===== config.mk =====
export PLATFORM = sky130hd
export DESIGN_NAME = rob_commit
export DESIGN_NICKNAME = d
export VERILOG_FILES = /design/src/rtl/rob_commit.sv
export SDC_FILE = /design/constraint.sdc
export NUM_CORES = 1
export LEC_CHECK = 0
export ABC_CLOCK_PERIOD_IN_PS = 8400
export CAP_MARGIN = 20
export CORE_UTILIZATION = 65
export DETAILED_ROUTE_END_ITERATION = 10
export PLACE_DENSITY_LB_ADDON = 0.25
export SLEW_MARGIN = 30
export SYNTH_ARGS = -nofsm -noshare
export SYNTH_HDL_FRONTEND = slang
export SYNTH_SLANG_ARGS = --single-unit

===== constraint.sdc =====
create_clock -name clk -period 8.4 [get_ports clk]
set_input_delay 1.68 -clock clk [delete_from_list [all_inputs] [get_ports clk]]
set_output_delay 1.68 -clock clk [all_outputs]
set_load 0.03 [all_outputs]

===== src/rtl/rob_commit.sv =====
`default_nettype none
// +--------------------------------------------------------------------------+
// | rob_commit_pkg / rob_commit                                              |
// | In-order reorder buffer: allocate, track completion, retire in order,    |
// | and squash younger entries on a branch mispredict.                       |
// | Rev 1.0                                                                  |
// +--------------------------------------------------------------------------+
package rob_commit_pkg;
  localparam int PREG_IDX_W = 6;

  typedef struct packed {
    logic                  valid;
    logic [PREG_IDX_W-1:0] idx;
  } p_reg_t;

  typedef struct packed {
    logic   valid;
    p_reg_t rd;
  } rinstr_t;

  typedef struct packed {
    logic valid;
    logic hit;
  } br_result_t;
endpackage

module rob_commit
  import rob_commit_pkg::*;
#(
  parameter int DEPTH   = 16,
  parameter int TAG_W   = $clog2(DEPTH),
  parameter int P_IDX_W = PREG_IDX_W
) (
  input  logic             clk,
  input  logic             rst_i,
  input  rinstr_t          rinstr_i,
  input  logic             is_branch_i,
  output logic [TAG_W-1:0] alloc_tag_o,
  output logic             rob_full_o,
  output logic             rob_empty_o,
  input  logic             wb_valid_i,
  input  logic [TAG_W-1:0] wb_tag_i,
  input  br_result_t       br_result_i,
  output p_reg_t           p_commit_o,
  output logic             flush_o
);

  localparam logic [TAG_W:0]   c_full    = (TAG_W+1)'(DEPTH);
  localparam logic [TAG_W-1:0] c_tag_one = TAG_W'(1);
  localparam logic [TAG_W:0]   c_cnt_one = (TAG_W+1)'(1);

  logic [DEPTH-1:0]   r_occ;
  logic [DEPTH-1:0]   r_done;
  logic [DEPTH-1:0]   r_rd_v;
  logic [P_IDX_W-1:0] r_rd_idx [DEPTH];
  logic [TAG_W-1:0]   r_head;
  logic [TAG_W-1:0]   r_tail;
  logic [TAG_W:0]     r_count;
  logic               r_br_pend;
  logic [TAG_W-1:0]   r_br_tag;
  p_reg_t             r_commit;
  logic               r_flush;

  logic               w_full;
  logic               w_retire;
  logic               w_resolve;
  logic               w_mispredict;
  logic               w_alloc;
  logic [TAG_W-1:0]   w_br_off;
  logic [DEPTH-1:0]   w_young;

  assign w_full       = (r_count == c_full);
  assign w_retire     = r_occ[r_head] && r_done[r_head];
  assign w_resolve    = br_result_i.valid && r_br_pend;
  assign w_mispredict = w_resolve && !br_result_i.hit;
  // A squash overrides any same-cycle allocation.
  assign w_alloc      = rinstr_i.valid && !w_full && !w_mispredict;
  assign w_br_off     = r_br_tag - r_head;

  // Age is measured as distance from head, so a full buffer is handled too.
  for (genvar g = 0; g < DEPTH; g++) begin : g_young
    localparam logic [TAG_W-1:0] c_idx = TAG_W'(g);
    logic [TAG_W-1:0] w_off;
    assign w_off      = c_idx - r_head;
    assign w_young[g] = (w_off > w_br_off);
  end

  always_ff @(posedge clk) begin
    if (rst_i) begin
      r_occ  <= '0;
      r_done <= '0;
      r_rd_v <= '0;
      for (int i = 0; i < DEPTH; i++) begin
        r_rd_idx[i] <= '0;
      end
    end else begin
      for (int i = 0; i < DEPTH; i++) begin
        if (w_alloc && (r_tail == TAG_W'(i))) begin
          r_occ[i]    <= 1'b1;
          r_done[i]   <= 1'b0;
          r_rd_v[i]   <= rinstr_i.rd.valid && (rinstr_i.rd.idx != '0);
          r_rd_idx[i] <= P_IDX_W'(rinstr_i.rd.idx);
        end else begin
          if ((w_mispredict && w_young[i]) ||
              (w_retire && (r_head == TAG_W'(i)))) begin
            r_occ[i] <= 1'b0;
          end
          if ((wb_valid_i && (wb_tag_i == TAG_W'(i)) && r_occ[i]) ||
              (w_resolve && (r_br_tag == TAG_W'(i)))) begin
            r_done[i] <= 1'b1;
          end
        end
      end
    end
  end

  always_ff @(posedge clk) begin
    if (rst_i) begin
      r_head    <= '0;
      r_tail    <= '0;
      r_count   <= '0;
      r_br_pend <= 1'b0;
      r_br_tag  <= '0;
      r_commit  <= '0;
      r_flush   <= 1'b0;
    end else begin
      if (w_retire) begin
        r_head <= r_head + c_tag_one;
      end
      if (w_mispredict) begin
        r_tail  <= r_br_tag + c_tag_one;
        r_count <= {1'b0, w_br_off} + c_cnt_one - (TAG_W+1)'(w_retire);
      end else begin
        r_tail  <= r_tail + TAG_W'(w_alloc);
        r_count <= r_count + (TAG_W+1)'(w_alloc) - (TAG_W+1)'(w_retire);
      end
      if (w_resolve) begin
        r_br_pend <= 1'b0;
      end
      if (w_alloc && is_branch_i) begin
        r_br_pend <= 1'b1;
        r_br_tag  <= r_tail;
      end
      r_commit.valid <= w_retire && r_rd_v[r_head];
      r_commit.idx   <= (w_retire && r_rd_v[r_head]) ? PREG_IDX_W'(r_rd_idx[r_head]) : '0;
      r_flush        <= w_mispredict;
    end
  end

  assign alloc_tag_o = r_tail;
  assign rob_full_o  = w_full;
  assign rob_empty_o = (r_count == '0);
  assign p_commit_o  = r_commit;
  assign flush_o     = r_flush;

endmodule
`default_nettype wire

* Word-level counts from Yosys, hierarchy flattened
Memories as Yosys holds them, arrays and structs flattened. A register that Yosys moved wholly into a read port is not among the register bits. Cells that the tools add are included.
Cells by class: add/subtract/negate cells 24, order comparisons 17, equality and inequality tests 61, muxes and demuxes 108, bitwise logic cells 17, reduce and logical (&&, ||, !) cells 179
Operators by type and width (number):
- equality test 4 bit, second input constant | 32
- logical AND 1 bit | 104
- two-way mux 6 bit | 16
- two-way mux 1 bit | 87
- equality test 4 x 3 -> 1 bit, second input constant | 16
- greater-than comparator 4 bit | 16
- nonzero test 2 bit | 17
- OR reduction 2 bit | 17
- equality test 4 x 2 -> 1 bit, second input constant | 8
- logical OR 1 bit | 32
- subtractor 4 bit, first input constant | 8
- equality test 4 x 1 -> 1 bit, second input constant | 4
- logical NOT 4 bit | 4
- OR 1 bit | 16
- subtractor 3 x 4 -> 4 bit, first input constant | 4
- binary-select mux 1 bit (select 4 bit) | 3
- subtractor 5 x 1 -> 5 bit | 2
- adder 4 x 1 -> 4 bit, second input constant | 2
- subtractor 1 x 4 -> 4 bit, first input constant | 2
- subtractor 2 x 4 -> 4 bit, first input constant | 2
- nonzero test 6 bit | 1
- adder 4 x 1 -> 5 bit, second input constant | 1
- adder 5 x 1 -> 5 bit | 1
- equality test 5 bit, second input constant | 1
- other kinds (8) | 10
Word-level totals: flip-flop bits (word level) 68, memory bits (writable) 96, bits of input ports 18, output and inout port bits 14, word-level logic and storage cells 462, memories kept 1
Memory list:
- r_rd_idx | words 16, bits a word 6, rd ports 1, clocked after memory_dff 1, write ports 16, RTL line 55 | logic [P_IDX_W-1:0] r_rd_idx [DEPTH];

* Longest topological paths before layout
depth in word-level cells 9, gate-level depth with buffers 19, gate-level depth less buffers 16

* Worst setup path after synthesis
Ideal clock, no wire load.
path type input to register, start point in br_result_i[1] (netlist bit), end point reg r_count[4], arrival time 3.483 ns, data required time 8.268 ns, setup slack 4.785 ns, cell stages on the path 14, path buffers 1, cell sequence clkbuf_2 nand3b_2 nand3_2 ha_1 inv_1 ha_1 inv_1 fa_1 inv_1 a21oi_1 nor2_1 or3_1 nand3_1 a21oi_1
On the way: cells in the longest elaborated chain, start to end 7
Ends and longest elaborated chain:
- from (decl) | RTL line 43 | input br_result_t br_result_i,
- logical AND 1 bit (*) | RTL line 74 | assign w_resolve = br_result_i.valid && r_br_pend;
- logical AND 1 bit (*) | RTL line 75 | assign w_mispredict = w_resolve && !br_result_i.hit;
- logical NOT 1 bit | RTL line 77 | assign w_alloc = rinstr_i.valid && !w_full && !w_mispredict;
- logical AND 1 bit | RTL line 77
- adder 5 x 1 -> 5 bit | RTL line 135 | r_count <= r_count + (TAG_W+1)'(w_alloc) - (TAG_W+1)'(w_retire);
- subtractor 5 x 1 -> 5 bit | RTL line 135
- two-way mux 5 bit (*) | RTL line 130 | if (w_mispredict) begin
- to (signal assigned) | RTL line 132 | r_count <= {1'b0, w_br_off} + c_cnt_one - (TAG_W+1)'(w_retire);
- to (signal assigned) | RTL line 135
- to (decl) | RTL line 58 | logic [TAG_W:0] r_count;
Every way passes the cells marked *; elsewhere a longest branch is shown, timed or not. A chain may end at the register's enable or synchronous reset.

==> flow_summary.yaml <==
floorplan:
  start_util_pct: 67.0
  core_area_mm2: 0.0133
  ios: 32
  fp.dieW_um: 119
  rows: 42
  dieArea_mm2: 0.0142
  die_height_um: 119
timing:
  rsz0062_at_grt: "no"
  holdWs_ns: 0.454
  drv_slew: 0
  finalSetupViolations: 0
  clock.fmax_mhz: 230
  finalHoldViolCount: 0
  relSlewSlack_pct: 34.2
  worstMarginPinSlew_ns: 0.977
  min_period_ns: 4.35
  setup_slack_ns: 4.05
  finalClockSkew_ns: 0.00927
  fin_crit_sh_pct: 51.8
  setup_tns_ns: 0
cells_and_area:
  drive_above_1_share_pct: 11.4
  antenna_cells: 0
  synthToLayoutAreaGrowth_pct: 10.9
  fin_area_mm2: 0.00992
  nets: 896
  stdcell_count: 1018
synthesis:
  synth-main-ff-cell: "edfxtp_1"
  async_flop_share_pct: 0
  yosys_warnings: 0
  syn-instance-count: 815
  ys_seq_area_share_pct: 48.8
  synth_top_area_share_pct: 32.3
  syn_nets: 882
  ys_top_cells_by_area: "edfxtp_1 (32%), dfxtp_1 (17%), mux4_2 (8.6%), ha_1 (6.6%), nor2_1 (4.9%)"
  netlist_area_mm2: 0.00894
  synth-edff-count: 96
  syn_area_per_cell_um2: 11.0
  yosys.area.top_type: "edfxtp_1"
  ys_types: 76
  synth_seq_cells: 170
power:
  max-vdd-ir-drop_mv: 0.160
  leakage_uw: 0.00362
  power_density_mw_per_mm2: 215
clock_network:
  tritoncts: "built"
  cts_buffers: 17
  clock-sinks: 170
  clock-root-buffer: "clkbuf_16"
  clk_pin_slew_worst_paths_ns: 0.06
  cts.repair.resized: 0
  cts_setup_buffers: 0
  htreeDepth: 4
  clock_latency_ns: 0.43
  holdBufCountCts: 0
  cts_buffer_depth: 2
place:
  gp_congestion: 0.965
  dp_cells: 986
  dpl_worst_slack_ns: 3.61
  post_dp_cell_area_mm2: 0.00930
  portBuffers: 31
  dp.final_hpwl_um: 16100
global_routing:
  grt_pass1_vias: 6850
  antenna_found_initial: 0
  grtUsageTotal_pct: 35.1
  overflow: 0
  grt_max_degree: 48
  grt_pass1_wl_um: 36900
worst_setup_path:
  arrival_ns: 4.40
  cp.required_ns: 8.45
  crit_type: "input pin to register"
  end_kind: "register"
  critPathMaxStageDelay_ns: 0.89
  critPathLaunchType: "input pin"
  cp_slowest_cell: "o21ai_0"
  cp_cell_sequence: "clkdlybuf4s50_1 -> nand3b_2 -> nand3_2 -> clkinv_1 -> nand3_1 -> o21ai_0"
  critical_path.max_fanout: 27
detailed_routing:
  ant_nets: 0
  vias: 6879
  drt_wl_total_um: 23600
  drc_errors: 0
  drt_iter0_drc: 814
  viasPerCell: 6.76
  wl_per_cell_um: 23.2
  first_pass_iters: 5
job:
  drv_cap: 0
outcome:
  status: "completed"
hold_path:
  hold_class: "register to register"
==> cells in the final DEF, fill, tap and decap left out, types with 7 or more instances in the layout <==
cell type | Yosys | layout
nand2_1 | 70 | 70
mux2i_1 | 10 | 10
inv_1 | 37 | 37
xor2_1 | 7 | 7
clkbuf_16 | 0 | 17
edfxtp_1 | 96 | 96
o21ai_0 | 28 | 25
ha_1 | 47 | 47
a311oi_1 | 11 | 11
nand2b_1 | 9 | 9
nor3_1 | 8 | 8
or3_1 | 7 | 7
clkdlybuf4s50_1 | 0 | 30
nor2b_1 | 17 | 17
xnor2_1 | 14 | 14
nand4_1 | 9 | 9
mux4_2 | 34 | 34
dfxtp_1 | 74 | 72
a211oi_1 | 7 | 7
nor2_1 | 117 | 117
nand3_1 | 24 | 24
buf_4 | 0 | 7
a21oi_1 | 43 | 43
==> cell type report <==
cell class | instances | area (µm²)
well taps | 176 | 220
fillers | 901 | 3430
multi-input cells | 561 | 4210
clock inverters | 11 | 161
repair buffers | 38 | 358
clock buffers | 21 | 450
flip-flops and latches | 170 | 4370
inverters | 41 | 154
==> critical path, delay by kind of cell <==
kind,cells,cell delay [ns]
and+or+nand+nor,3,1.07
AOI/OAI and AO/OA,1,0.89
buffers and inverters,2,0.75
==> synthesized netlist by cell type, types with 3 or more instances <==
cell type	number
a311oi_1	11
nand4_1	9
buf_1	6
buf_6	5
nand3b_1	3
o21a_1	4
nor2b_1	17
nor3_1	8
a211oi_1	7
a41oi_1	3
xor2_1	7
nor2_1	117
mux2i_1	10
edfxtp_1	96
clkinv_1	3
and3_1	5
a21o_1	3
a31oi_1	6
o21ai_0	28
inv_1	37
o22ai_1	6
clkbuf_1	23
nand2_1	70
o2bb2ai_1	3
a21oi_1	43
nand3_1	24
dfxtp_1	74
buf_2	7
or3_1	7
mux4_2	34
o211ai_1	6
maj3_1	6
ha_1	47
nand2b_1	9
xnor2_1	14
o2111ai_1	4
==> routing by layer <==
metal / GRT usage, % / wire length, µm / up-vias
li1: - / - / 3009
met1: 43.3 / 8890 / 3352
met2: 56.2 / 11600 / 425
met3: 7.23 / 1810 / 93
met4: 22.8 / 1280 / 0
met5: 0 / 0 / -
==> where the power goes <==
part / internal, µW / leakage [µW] / switching [µW]
clock network: 482 / 0.000294 / 335
logic: 138 / 0.00176 / 199
registers: 939 / 0.00157 / 43.5
total: 1560 / 0.00362 / 578
==> per-stage QoR <==
stage	utilization [%]	power (µW)
detailed placement	69.7	1330
global route	74.3	2210
floorplan	-	1220
CTS	74.3	2130
global placement	69.7	1310
finish	74.3	2140
==> flip-flops by register name, summed over array words and instances, names as in the netlist <==
name	flops
r_occ	16
r_br_pend	1
r_rd_idx	96
r_br_tag	4
r_done	16
alloc_tag_o	4
p_commit_o	7
r_count	5
r_rd_v	16
flush_o	1
r_head	4
==> kinds of logic after synthesis <==
family	synth area share (%)
fa+ha+maj	7.70
buf+inv	4.19
compound gates	10.8
flops	48.8
simple gates	15.8
xor+xnor	2.73
mux	9.94
==> worst paths after layout <==
kind	slack (ns)	endpoint	cells past startpoint	startpoint
worst max register to register	4.27	r_count[4]	17	r_head[0]
worst min-delay path	0.45	r_rd_v[7]	2	r_rd_v[7]
worst min register to register	0.45	r_rd_v[7]	2	r_rd_v[7]
worst max-delay path	4.05	r_rd_idx[14][1]	6	br_result_i[1]
Power figures use the tool's default switching activity.
